### config.mk
export PLATFORM = sky130hd
export DESIGN_NAME = resto_serial
export DESIGN_NICKNAME = d
export VERILOG_FILES = /design/src/rtl/resto_pkg.sv /design/src/rtl/resto_passo.sv /design/src/rtl/resto_serial.sv
export SDC_FILE = /design/constraint.sdc
export NUM_CORES = 1
export LEC_CHECK = 0
export ABC_AREA = 1
export BUFFER_PORTS_ARGS = -buffer_cell sky130_fd_sc_hd__buf_2
export CAP_MARGIN = 5
export CELL_PAD_IN_SITES_DETAIL_PLACEMENT = 1
export CELL_PAD_IN_SITES_GLOBAL_PLACEMENT = 1
export CORE_MARGIN = 1
export CORE_UTILIZATION = 36
export DETAILED_ROUTE_END_ITERATION = 7
export PLACE_DENSITY_LB_ADDON = 0.1
export SKIP_LAST_GASP = 1
export SYNTH_ARGS = -nofsm -noshare
export SYNTH_HDL_FRONTEND = slang
export SYNTH_SLANG_ARGS = --single-unit
### constraint.sdc
create_clock -name clk -period 1.2 [get_ports clk]
set_input_delay 0.12 -clock clk [delete_from_list [all_inputs] [get_ports clk]]
set_output_delay 0.12 -clock clk [all_outputs]
set_load 0.005 [all_outputs]
### src/rtl/resto_pkg.sv
// Shared types and helpers for the bit-serial modulo unit and its single-step datapath.
package resto_pkg;

    typedef enum logic [1:0] {
        IDLE = 2'd0,
        CALC = 2'd1,
        DONE = 2'd2
    } resto_estado_t;

    function automatic int RESTO_W(input int d);
        return $clog2(d);
    endfunction

endpackage

### src/rtl/resto_passo.sv
// One restoring-division step: r_next = (2r+b) mod DIVISOR, q_bit = (2r+b) >= DIVISOR.
// Purely combinational; r must already be below DIVISOR.
module resto_passo
    import resto_pkg::*;
#(
    parameter int  DIVISOR = 5,
    localparam int RW      = RESTO_W(DIVISOR)
) (
    input  logic [RW-1:0] r,
    input  logic          b,
    output logic [RW-1:0] r_next,
    output logic          q_bit
);

    // DIVISOR can equal 2^RW, so it needs the extra bit of t to compare.
    localparam logic [RW:0] D_T = DIVISOR[RW:0];

    logic [RW:0] t;

    always_comb begin
        t      = {r, b};
        r_next = t[RW-1:0];
        q_bit  = 1'b0;
        if (t >= D_T) begin
            r_next = RW'(t - D_T);
            q_bit  = 1'b1;
        end
    end

endmodule

### src/rtl/resto_serial.sv
// Bit-serial sensor mod DIVISOR, MSB first: WIDTH cycles of latency, one operand in flight, result held until resto_ready.
// Optional quotient output enabled by defining RESTO_QUOCIENTE_EN.
module resto_serial
    import resto_pkg::*;
#(
    parameter int  WIDTH   = 8,
    parameter int  DIVISOR = 5,
    localparam int RW      = RESTO_W(DIVISOR)
) (
    input  logic             clk,
    input  logic             rst,
    input  logic             sensor_valid,
    output logic             sensor_ready,
    input  logic [WIDTH-1:0] sensor,
    output logic             resto_valid,
    input  logic             resto_ready,
`ifdef RESTO_QUOCIENTE_EN
    output logic [WIDTH-1:0] quociente,
`endif
    output logic [RW-1:0]    resto
);

    localparam int CW = $clog2(WIDTH);

    if (WIDTH < 2 || DIVISOR < 2 || longint'(DIVISOR) > (longint'(1) << WIDTH)) begin : g_param_err
        $error("resto_serial: WIDTH must be >= 2 and DIVISOR in 2..2^WIDTH");
    end

    resto_estado_t    state_q, state_d;
    logic [CW-1:0]    cnt_q, cnt_d;
    logic [WIDTH-1:0] sh_q, sh_d;
    logic [RW-1:0]    r_q, r_d;
    logic [RW-1:0]    r_step;
    logic             q_bit;

    resto_passo #(
        .DIVISOR (DIVISOR)
    ) u_passo (
        .r      (r_q),
        .b      (sh_q[WIDTH-1]),
        .r_next (r_step),
        .q_bit  (q_bit)
    );

`ifdef RESTO_QUOCIENTE_EN
    logic [WIDTH-1:0] q_q, q_d;

    always_ff @(posedge clk or posedge rst) begin
        if (rst) q_q <= '0;
        else     q_q <= q_d;
    end

    always_comb begin
        q_d = q_q;
        if (state_q == IDLE && sensor_valid) q_d = '0;
        else if (state_q == CALC)            q_d = {q_q[WIDTH-2:0], q_bit};
    end

    assign quociente = q_q;
`else
    logic unused_q_bit;
    assign unused_q_bit = q_bit;
`endif

    always_ff @(posedge clk or posedge rst) begin
        if (rst) begin
            state_q <= IDLE;
            cnt_q   <= '0;
            sh_q    <= '0;
            r_q     <= '0;
        end else begin
            state_q <= state_d;
            cnt_q   <= cnt_d;
            sh_q    <= sh_d;
            r_q     <= r_d;
        end
    end

    always_comb begin
        state_d      = state_q;
        cnt_d        = cnt_q;
        sh_d         = sh_q;
        r_d          = r_q;
        sensor_ready = 1'b0;
        resto_valid  = 1'b0;
        unique case (state_q)
            IDLE: begin
                sensor_ready = 1'b1;
                if (sensor_valid) begin
                    sh_d    = sensor;
                    r_d     = '0;
                    cnt_d   = CW'(WIDTH - 1);
                    state_d = CALC;
                end
            end
            CALC: begin
                r_d  = r_step;
                sh_d = {sh_q[WIDTH-2:0], 1'b0};
                if (cnt_q == '0) state_d = DONE;
                else             cnt_d   = cnt_q - CW'(1);
            end
            DONE: begin
                resto_valid = 1'b1;
                if (resto_ready) state_d = IDLE;
            end
            default: state_d = IDLE;
        endcase
    end

    // r_q is untouched in DONE, so the result is stable while it waits.
    assign resto = r_q;

endmodule

After elaboration in Yosys (flattened, before gate mapping). Index checks and enable logic that the tools add are counted.

Word-level logic and storage cells: 33. Register bits after elaboration: 16.

Magnitude comparators: 1. Equality and inequality tests: 6. $add $sub $neg: 2. Reduce and logical (&&, ||, !) cells: 6. Mux-type cells: 14.

Operators with widths (number): $pmux 8 s2 (1); $mux 3 (4); $pmux 3 s2 (2); $mux 8 (1); $ne 2x2->1 const B (4); $mux 2 (3); $pmux 2 s3 (1); $reduce_and 3->1 (2); $ge 4x3->1 const B (1); $logic_not 3->1 (1); $sub 3x1->3 const B (1); $sub 3x3->3 const B (1); $eq 2x1->1 const B (1); $eq 2x2->1 const B (1); $logic_not 2->1 (1); $mux 1 (2); $reduce_and 2->1 (1); $reduce_bool 2->1 (1).

Logic depth before layout (Yosys ltp). Gate-level depths: netlist of the first run.

Word-level depth: 3. Depth in mapped cells: 8. Depth with buffers taken out: 8.

Hierarchy. A second synthesis of the first run with hierarchy kept.

Cell total of the unflattened synthesis: 126. Area, all modules: 933.4 µm².

Modules (own cells, without submodules): resto_serial (area an instance 834.6 µm², cells an instance 108, instances 1, sequential area each 400.4 µm²); resto_passo (area an instance 98.8 µm², cells an instance 18, instances 1, sequential area each 0.0 µm²).

Worst setup path before layout of the first run. OpenSTA, ideal clock, no wires.

Path kind: register to register. Start: register cnt_q[0]. End: register cnt_q[2]. Arrival: 1.101 ns. Stages on the path, launching flop included: 7. Slack: -0.023 ns. Clock period less this slack: 1.223 ns. Required time: 1.078 ns. Cells stage by stage: dfrtp_1 inv_1 ha_1 ha_1 nor2_2 nand2_1 a21boi_2.

Longest elaborated chain between the ends: 3. Elaborated cells between the ends (all ways): 6. Those cells by class: add/sub (1); eq/ne (1); mux (2); reduce/logical (2).

Ends and longest elaborated chain: start: declaration (line resto_serial.sv:30) `logic [CW-1:0] cnt_q, cnt_d;`; start signal: assignment (line resto_serial.sv:73) `cnt_q <= cnt_d;`; $sub 3x1->3 or $logic_not 3->1 (tied branches) (line resto_serial.sv:100, resto_serial.sv:99); $mux 3 or $ne 2x2->1 (tied branches); $pmux 3 s2 or $reduce_and 3->1 (tied branches).

Several ways; a longest one is shown, not always the timed one. The select of a mux whose other input is x is not followed. A chain may end at the register's enable or synchronous reset.

Worst setup path after layout of the first run.
Start: register cnt_q[1]. End: register cnt_q[2].

Same word-level chain as after synthesis.

==> summary.md, run 1 <==
| Metric | Value |
|---|---|
| Post-Synth Adder-Cell Area | 5.49% |
| Total chip power | 3.52 mW |
| I/O pin count | 17 |
| Non-filler cells, final | 166 |
| Initial Utilization | 39.7% |
| Port-buffer cells | 16 |
| Initial antenna violation count | 0 |
| Async set or reset register ratio after synthesis | 100% |
| RSZ-0062 raised after global routing | yes |
| Maximum VDD drop | 1190 uV |
| Initial DRC count | 1 |
| Finished Cell Area | 1220 um^2 |
| Reg clk slew, reported paths | 0.10 ns |
| Post-Syn Area | 911 um^2 |
| FF-to-FF setup slack | 0.007 ns |
| FMAX | 838 MHz |
| Synth warn | 0 |
| EDFF count, synth | 0 |
| Wirelength per Cell | 12.7 um |
| Max-Cap Viols | 0 |
| Clock sinks | 16 |
| Cell taking the most area after synthesis | dfrtp_1 |
| H-tree depth | 1 |
| Final min period | 1.19 ns |
| First-pass DRT Iterations | 3 |
| Crit path required time | 1.39 ns |
| Syn Area/Cell | 8.59 um^2 |
| Synth cell count leaders | 26 x nand2_1, 20 x inv_1, 16 x dfrtp_1, 9 x o21ai_2, 7 x o21ai_1 |
| Die height | 52.3 um |
| Largest net degree at the start of global routing | 17 |
| Routed WL | 2100 um |
| Area growth syn-to-layout | 34.2% |
| Count leader, synth | nand2_1 |
| GP Congestion | 0.757 |
| End of the critical path | cnt_q[2]$_DFFE_PP0P_ |
| Post-synth cell types | 21 |
| Core Box Area | 2300 um^2 |
| DP HPWL | 1450 um |
| Element type at the critical path start | register |
| Sequential fraction of the synthesis area | 44.0% |
| Worst Setup End Kind | register |
| Largest cells by area after synthesis | dfrtp_1 44%, nand2_1 11%, o21ai_2 8.7% |
| Worst r2r path cells | 6 |
| Reg2reg end | cnt_q[2]$_DFFE_PP0P_ |
| Fin. max-slew vios | 0 |
| Setup Skew | 0.00414 ns |
| Skew-Pair Late Insertion Delay | 0.29 ns |
| Die Wd | 52.3 um |
| Vias per cell | 4.75 |
| Detailed-route via count | 789 |
| DIE AREA | 2740 um^2 |
| Clk buf depth | 2 |
| FF-to-FF Start | cnt_q[1]$_DFFE_PP0P_ |
| Antenna diodes | 0 |
| Hold crit path type | in2reg |
| First-pass GRT wire length | 3440 um |
| Dpl cells | 155 |
| Layout cells sized above 1 | 43.5% |
| CTS root buffer | clkbuf_4 |
| Rel. slew slack | 84.9% |
| GRT Total Usage | 18.0% |
| Ratio of final minimum period to clock period | 99.4% |
| Post-synthesis compound-gate area fraction | 17.0% |
| Vias in the first global route | 809 |
| Crit path max fanout | 3 |
| Pwr dens | 2880 nW/um^2 |
| Hold Fails Final Rpt | 0 |
| CTS Buf Count | 3 |
| Final ANT Viol Nets | 0 |
| Worst-margin pin slew | 0.227 ns |
| Crit path from | cnt_q[1]$_DFFE_PP0P_ |
| Top cell type's share of synthesized area | 44.0% |
| Synth Instances | 106 |
| CP arrival | 1.38 ns |
| Status | finished, final reports clean |
| Fillers | 291 |
| Post-synthesis mux area share | 0% |
| CP Class | reg2reg |
| Simple-Gate Fraction of Synth Area | 22.0% |
| Post-Synth XOR/XNOR Area | 0% |
| Nets | 155 |
| Static leakage | 0.632 nW |
| Final setup fails | 0 |
| TritonCTS clock tree | done |
| Cell Area, Placed | 1090 um^2 |
| Gr ovfl total | 0 |
| Largest family of logic cells by synthesized area | simple AND/OR/NAND/NOR gates |
| Seq cells post-synth | 16 |
| Syn Nets | 122 |
| Row count | 17 |
| Ys flop type | dfrtp_1 |
| # DRC | 0 |
-- layout make-up --
class / count / area, um^2 / share of cell area [%]
inverters: 21 / 78.8 / 6.45
multi-input cells: 67 / 443 / 36.2
clock buffers: 4 / 36.3 / 2.97
repair buffers: 30 / 228 / 18.6
flip-flops and latches: 16 / 402 / 32.9
well taps: 28 / 35.0 / 2.87
-- per-layer routing --
metal | vias up | global-route usage (%) | wire length, um
met5 | - | 0 | 0
met4 | 0 | 11.4 | 50
met3 | 4 | 2.61 | 52
met2 | 14 | 30.2 | 1060
met1 | 373 | 21.1 | 940
li1 | 398 | - | -
-- power breakdown --
group	internal (mW)	switching, mW
Clock	0.185	0.187
Combinational	1.03	1.18
Sequential	0.793	0.143
-- logic make-up after synthesis --
family / after synthesis
AOI/OAI and AO/OA: 21
buffers and inverters: 23
DFF: 16
and+or+nand+nor: 42
adders and majority gates: 4
-- flip-flops by register name, indices dropped and copies added, names as in the netlist --
name	cells
state_q	2
cnt_q	3
sh_q	8
resto	3
-- layout by cell type (no fill, tap or decap) --
cell type      netlist  routed
buf_12               0       3
nand2_4              2       2
buf_4                0       9
o22ai_2              1       1
nor2_2               2       1
nand2_1             26      25
nand2_2              2       3
inv_1               20      16
o21ai_2              9       9
ha_1                 4       2
nand3_1              3       2
dlygate4sd3_1        0       2
clkbuf_4             0       3
buf_2                0      16
ha_4                 0       2
inv_2                1       5
nand3_2              0       1
o21ai_1              7       7
nor3_1               1       1
dfrtp_2              0       1
o31ai_1              1       1
nor2_4               1       2
a21oi_1              2       2
clkbuf_8             0       1
nor2_1               3       3
a21boi_2             1       1
dfrtp_1             16      15
nand4_1              2       2
-- worst min path at each step --
stage	startpoint	slack, ns	depth (start not counted)	to
floorplan	rst	0.03	1	cnt_q[0]$_DFFE_PP0P_
detailed placement	rst	0.14	3	sh_q[6]$_DFFE_PP0P_
global route	sensor[0]	0.06	3	sh_q[0]$_DFFE_PP0P_
finish	sensor[0]	0.06	3	sh_q[0]$_DFFE_PP0P_
global placement	rst	0.14	3	sh_q[6]$_DFFE_PP0P_
CTS	sensor[0]	0.05	3	sh_q[0]$_DFFE_PP0P_
-- critical path, cell delays in order, from the launching register on --
cell and delay (ns):
dfrtp_1 0.38, inv_2 0.05, ha_4 0.15, ha_4 0.17
nor2_4 0.12, nand2_1 0.08, a21boi_2 0.15
-- stage by stage --
step           utilization, %  setup WS [ns]   TNS, ns  hold WS, ns
2_1_floorplan               -       0.000736         0       0.0337
3_3_place_gp             47.4       -0.00930  -0.00930        0.139
3_5_place_dp             47.4        -0.0886    -0.193        0.144
4_1_cts                  51.6       -0.00662  -0.00662       0.0479
5_1_grt                  53.2        -0.0517    -0.281       0.0592
6_report                 53.2        0.00718         0       0.0554
-- what timing repair did --
| action | CTS | global route |
|---|---|---|
| hold endpoints to repair | 17 | 0 |
| cloned | 0 | 0 |
| endpoints found under the setup margin | 6 | 14 |
| pin swaps | 3 | 4 |
| buffers inserted | 2 | 3 |
| resized for setup | 6 | 6 |
| hold buffers | 2 | 0 |
No activity file was read; power rests on OpenSTA's default activity.
==> run 2, diff against run 1 <==
--- a/config.mk
+++ b/config.mk
@@ -13,7 +13,7 @@
 export CORE_MARGIN = 1
 export CORE_UTILIZATION = 36
 export DETAILED_ROUTE_END_ITERATION = 7
-export PLACE_DENSITY_LB_ADDON = 0.1
+export PLACE_DENSITY = 0.85
 export SKIP_LAST_GASP = 1
 export SYNTH_ARGS = -nofsm -noshare
 export SYNTH_HDL_FRONTEND = slang
==> summary.md, run 2 (synthesis gave the netlist of run 1 again) <==
| Metric | Value |
|---|---|
| Slack of the critical path | -0.0626 ns (-0.0697 ns) |
| Setup Skew | 0.00342 ns (-0.000718 ns) |
| Net Sw Power | 1.57 mW (+4.0%) |
| Met1 Track Usage GR | 20.8% (-0.31 points) |
| Combinational Power Share | 64.6% (+1.7 points) |
| DP HPWL | 1720 um (+19%) |
| Rel. slew slack | 85.4% (+0.54 points) |
| Skew-Pair Late Insertion Delay | 0.28 ns (about the same) |
| Hold Crit Start | sensor[0] |
| Max incr delay on CP | 0.37 ns (about the same) |
| Status | finished, violations left |
| Largest net degree at the start of global routing | 17 (unchanged) |
| RSZ-0062 raised after global routing | yes |
| GRT Total Usage | 19.5% (+1.5 points) |
| Internal | 1.95 mW (-2.9%) |
| Die height | 52.3 um (unchanged) |
| FF-to-FF setup slack | -0.06 ns (-0.07 ns) |
| CP arrival | 1.43 ns (+0.05 ns) |
| Multi-input logic area | 464 um^2 (+4.8%) |
| Layout cells sized above 1 | 46.3% (+2.8 points) |
| Initial DRC count | 2 (+1) |
| Hold Fails Final Rpt | 0 (unchanged) |
| Reg clk slew, reported paths | 0.09 ns (about the same) |
| First-pass GRT wire length | 3770 um (+9.4%) |
| DIE AREA | 2740 um^2 (unchanged) |
| H-tree depth | 1 (unchanged) |
| Register area | 403 um^2 (+0.31%) |
| Met3 Track Usage GR | 3.77% (+1.2 points) |
| TritonCTS clock tree | done |
| GRT busiest layer | met2 |
| Max-Cap Viols | 0 (unchanged) |
| GP Congestion | 0.718 (-5.2%) |
| Max reg flops | 8 (unchanged) |
| Clock sinks | 16 (unchanged) |
| I/O pin count | 17 (unchanged) |
| Maximum VDD drop | 1260 uV (+5.9%) |
| Failing checks | negative setup slack |
| Clock power frac | 7.8% (-2.8 points) |
| Static leakage | 0.635 nW (+0.45%) |
| Hold depth | 3 (unchanged) |
| CTS Buf Count | 3 (unchanged) |
| Commonest non-fill, non-tap cell in the layout | nand2_1 |
| Clk buf depth | 2 (unchanged) |
| Worst path cell trace | inv_1 > ha_2 > ha_4 > nor2_4 > nand2_1 > a21boi_2 |
| Row count | 17 (unchanged) |
| Net Sw Frac | 44.6% (+1.7 points) |
| Fillers | 283 (-2.7%) |
| Antenna diodes | 0 (unchanged) |
| Leading cell types in the layout, fill and taps excluded | 24 x nand2_1, 16 x buf_2, 15 x inv_1, 14 x dfrtp_1, 9 x o21ai_2 |
| Core Box Area | 2300 um^2 (unchanged) |
| Area growth syn-to-layout | 35.2% |
| Die Wd | 52.3 um (unchanged) |
| CTS root buffer | clkbuf_4 |
| CP Class | reg2reg |
| Crit path max-delay cell type | dfrtp_1 |
| Crit path max fanout | 3 (unchanged) |
| Final setup fails | 3 (+3) |
| Element type at the critical path start | register |
| Detailed-route via count | 795 (+0.76%) |
| Hold crit path type | in2reg |
| Vias per cell | 4.85 (+2.0%) |
| Routed WL | 2270 um (+8.1%) |
| FMAX | 792 MHz (-5.5%) |
| Pwr dens | 2860 nW/um^2 (-0.65%) |
| Total chip power | 3.52 mW (about the same) |
| Worst r2r path cells | 6 (unchanged) |
| FF-to-FF Start | cnt_q[1]$_DFFE_PP0P_ |
| Final min period | 1.26 ns (+0.0697 ns) |
| Gr ovfl total | 0 (unchanged) |
| Port-buffer cells | 16 (unchanged) |
| Met2 GRT Util | 36.5% (+6.3 points) |
| Hold endpoint | sh_q[0]$_DFFE_PP0P_ |
| Sequential power share | 27.7% (+1.1 points) |
| Fin. max-slew vios | 0 (unchanged) |
| Initial Utilization | 39.7% (unchanged) |
| Worst-margin pin slew | 0.217 ns (-0.00977 ns) |
| Final ANT Viol Nets | 0 (unchanged) |
| Worst path bufs/invs | 1 (unchanged) |
| First-pass DRT Iterations | 2 (-1) |
| # DRC | 0 (unchanged) |
| Ratio of final minimum period to clock period | 105% (+5.8 points) |
| Initial antenna violation count | 0 (unchanged) |
| Setup tns final | -0.0862 ns (-0.0862 ns) |
| Reg2reg end | cnt_q[2]$_DFFE_PP0P_ |
| Largest Register | sh_q |
| Nets | 154 (-0.65%) |
| Worst Setup End Kind | register |
| Wirelength per Cell | 13.9 um (+9.5%) |
| Vias in the first global route | 840 (+3.8%) |
| Crit path required time | 1.37 ns (-0.02 ns) |
| CP delay by family, top | flip-flops |
run 2: what timing repair did:
action,in CTS,in global routing
resized for setup,8,13
setup endpoints to repair,11,17
buffers inserted,3,2
hold endpoints to repair,16,1
hold buffers,1,1
pin swaps,2,2
gates cloned,0,1
run 2: final cells by class:
| cell class | count | area share, % |
|---|---|---|
| Tap cell | 28 | 2.85 |
| Multi-Input combinational cell | 67 | 37.7 |
| Timing Repair Buffer | 29 | 18.3 |
| Clock buffer | 3 | 1.83 |
| Inverter | 21 | 6.61 |
| Sequential cell | 16 | 32.7 |
run 2: worst register-to-register path: cells and delay by family, from the launching register on:
| kind | cells | cell delay (ns) |
|---|---|---|
| flops | 1 | 0.37 |
| buf+inv | 1 | 0.06 |
| fa+ha+maj | 2 | 0.37 |
| simple gates | 2 | 0.20 |
| compound gates | 1 | 0.16 |
run 2: metrics by stage:
| stage | utilization, % | worst slack (ns) | std cells | hold WS, ns | cell area (um^2) |
|---|---|---|---|---|---|
| after floorplan | - | 0.000736 | 106 | 0.0337 | 911 |
| after global placement | 46.2 | -0.00462 | 153 | 0.134 | 1060 |
| after detailed placement | 46.2 | -0.119 | 153 | 0.142 | 1060 |
| after CTS | 49.9 | -0.0436 | 160 | 0.00866 | 1150 |
| after global routing | 53.6 | -0.110 | 164 | 0.105 | 1230 |
| final | 53.6 | -0.0626 | 164 | 0.117 | 1230 |
run 2: power by group through the flow:
stage / registers (mW) / clock network, mW / logic, mW
finish: 0.974 / 0.274 / 2.27
global route: 0.996 / 0.328 / 2.52
CTS: 0.947 / 0.291 / 2.05
detailed placement: 0.956 / 0 / 1.91
global placement: 0.923 / 0 / 1.75
floorplan: 0.915 / 0 / 1.36
run 2: how the worst max path moves through the flow:
stage | from | end | slack (ns) | cells after the start
final | cnt_q[1]$_DFFE_PP0P_ | cnt_q[2]$_DFFE_PP0P_ | -0.06 | 6
after global routing | cnt_q[1]$_DFFE_PP0P_ | cnt_q[1]$_DFFE_PP0P_ | -0.11 | 7
after CTS | cnt_q[1]$_DFFE_PP0P_ | cnt_q[2]$_DFFE_PP0P_ | -0.04 | 6
after detailed placement | cnt_q[0]$_DFFE_PP0P_ | cnt_q[2]$_DFFE_PP0P_ | -0.12 | 6
after global placement | cnt_q[0]$_DFFE_PP0P_ | cnt_q[2]$_DFFE_PP0P_ | -0.005 | 6
after floorplan | cnt_q[0]$_DFFE_PP0P_ | cnt_q[2]$_DFFE_PP0P_ | 0.0007 | 6
run 2: routing by layer:
| layer | part of all wire [%] | up-vias |
|---|---|---|
| li1 | - | 397 |
| met1 | 40 | 383 |
| met2 | 57 | 13 |
| met3 | 2.2 | 2 |
| met4 | 0.84 | 0 |
| met5 | 0 | - |
==> run 3, diff against run 2 <==
--- a/config.mk
+++ b/config.mk
@@ -18,3 +18,4 @@
 export SYNTH_ARGS = -nofsm -noshare
 export SYNTH_HDL_FRONTEND = slang
 export SYNTH_SLANG_ARGS = --single-unit
+export TNS_END_PERCENT = 50
==> constraint.sdc (replaced) <==
create_clock -name clk -period 1.2 [get_ports clk]
set_input_delay 0.12 -clock clk [delete_from_list [all_inputs] [get_ports clk]]
set_output_delay 0.12 -clock clk [all_outputs]
set_load 0.1 [all_outputs]
==> summary.md, run 3 (synthesis gave the netlist of run 1 again) <==
| Metric | Value |
|---|---|
| H-tree depth | 1 (unchanged) |
| FMAX | 785 MHz (-0.85%) |
| Leading cell types in the layout, fill and taps excluded | 24 x nand2_1, 14 x inv_1, 14 x dfrtp_1, 11 x buf_2, 9 x o21ai_2 |
| CP arrival | 1.15 ns (-0.28 ns) |
| Initial Utilization | 39.7% (unchanged) |
| Skew-Pair Late Insertion Delay | 0.30 ns (+0.02 ns) |
| Clk buf depth | 2 (unchanged) |
| CTS Buf Count | 3 (unchanged) |
| Maximum VDD drop | 1850 uV (+48%) |
| FF-to-FF Start | state_q[1]$_DFFE_PP0P_ |
| Hold Crit Start | sensor[0] |
| CTS root buffer | clkbuf_4 |
| Row count | 17 (unchanged) |
| First-pass DRT Iterations | 4 (+2) |
| DP HPWL | 1420 um (-18%) |
| TritonCTS clock tree | done |
| Layout cells sized above 1 | 49.3% (+3.0 points) |
| Gr ovfl total | 0 (unchanged) |
| Status | finished, violations left |
| Pwr dens | 3360 nW/um^2 (+17%) |
| Total chip power | 4.63 mW (+31%) |
| Element type at the critical path start | register |
| Routed WL | 2560 um (+13%) |
| Vias per cell | 4.83 (-0.46%) |
| Failing checks | negative setup slack |
| Largest Register | sh_q |
| Initial antenna violation count | 0 (unchanged) |
| Core Box Area | 2300 um^2 (unchanged) |
| # DRC | 0 (unchanged) |
| Largest net degree at the start of global routing | 17 (unchanged) |
| Worst-margin pin slew | 0.298 ns (+0.0810 ns) |
| GRT Total Usage | 18.3% (-1.2 points) |
| Area growth syn-to-layout | 51.2% |
| CP Class | reg2out |
| Die Wd | 52.3 um (unchanged) |
| Commonest non-fill, non-tap cell in the layout | nand2_1 |
| I/O pin count | 17 (unchanged) |
| Hold crit path type | in2reg |
| Nets | 156 (+1.3%) |
| Reg clk slew, reported paths | 0.10 ns (about the same) |
| Vias in the first global route | 817 (-2.7%) |
| Fillers | 273 (-3.5%) |
| Crit path max fanout | 2 (-1) |
| Max-Cap Viols | 0 (unchanged) |
| Fin. max-slew vios | 0 (unchanged) |
| Final min period | 1.27 ns (+0.0108 ns) |
| Antenna diodes | 0 (unchanged) |
| DIE AREA | 2740 um^2 (unchanged) |
| Worst Setup End Kind | output port |
| RSZ-0062 raised after global routing | yes |
| Final ANT Viol Nets | 0 (unchanged) |
| Initial DRC count | 8 (+6) |
| GP Congestion | 0.780 (+8.7%) |
| Setup Skew | 0.00255 ns (-0.000876 ns) |
| Crit path required time | 1.08 ns (-0.29 ns) |
| Clock sinks | 16 (unchanged) |
| Static leakage | 0.673 nW (+6.1%) |
| Crit path from | state_q[1]$_DFFE_PP0P_ |
| Detailed-route via count | 801 (+0.75%) |
| Final setup fails | 13 (+10) |
| Port-buffer cells | 16 (unchanged) |
| Slack of the critical path | -0.0734 ns (-0.0108 ns) |
| Wirelength per Cell | 15.4 um (+11%) |
| Die height | 52.3 um (unchanged) |
| First-pass GRT wire length | 3570 um (-5.1%) |
| Max reg flops | 8 (unchanged) |
| Ratio of final minimum period to clock period | 106% (+0.90 points) |
| Rel. slew slack | 80.0% (-5.4 points) |
| Hold Fails Final Rpt | 0 (unchanged) |
| Setup tns final | -0.364 ns (-0.278 ns) |
run 3: repair_timing:
| item | 4_1_cts | 5_1_grt |
|---|---|---|
| buffers inserted | 1 | 3 |
| pin swaps | 2 | 6 |
| endpoints found under the setup margin | 8 | 17 |
| resized for setup | 6 | 16 |
| hold buffers | 2 | 0 |
| gates cloned | 0 | 2 |
| endpoints found under the hold margin | 17 | 0 |
run 3: per-layer routing:
metal  routed length [um]  track usage, %  part of all wire, %  vias up
li1                     -               -                    -      399
met3                   58            3.48                  2.3        4
met1                 1040            20.2                   40      379
met4                   29            7.89                  1.1        0
met2                 1440            33.5                   56       19
met5                    0               0                    0        -
run 3: stage by stage:
step           std cells  area, um^2  utilization (%)  hold WS (ns)  setup WS (ns)
2_1_floorplan        106         921                -        0.0336         -0.392
3_3_place_gp         155        1160             50.6         0.135        -0.0257
3_5_place_dp         155        1160             50.6         0.149         -0.125
4_1_cts              161        1240             53.9        0.0368        -0.0825
5_1_grt              166        1380             60.0        0.0648         -0.119
6_report             166        1380             60.0        0.0358        -0.0734
run 3: final cells by class:
type	count	area (um^2)	share of cell area (%)
sequential	16	403	29.2
clock buffer	3	22.5	1.63
multi-input combinational	67	489	35.5
timing repair buffer	31	349	25.3
tap	28	35.0	2.54
inverter	21	78.8	5.72
run 3: final timing paths:
kind / cells after the start / to / slack (ns)
worst min register to register: 2 / sh_q[2]$_DFFE_PP0P_ / 0.53
max in group asynchronous: 4 / state_q[0]$_DFFE_PP0P_ / 0.63
worst min-delay path: 3 / sh_q[0]$_DFFE_PP0P_ / 0.04
worst max-delay path: 3 / sensor_ready / -0.07
worst max register to register: 6 / sh_q[6]$_DFFE_PP0P_ / -0.03
min in group asynchronous: 4 / cnt_q[0]$_DFFE_PP0P_ / 0.36
run 3: where the power goes:
part	switching (mW)	internal [mW]	leakage (nW)
sequential	0.200	0.796	0.194
combinational	1.89	1.44	0.465
clock	0.192	0.117	0.0138
total	2.28	2.35	0.673
run 3: critical path, stage by stage, from the launching register on:
cell     delay [ns]
dfrtp_1        0.41
buf_4          0.15
nor2_4         0.11
buf_12         0.18
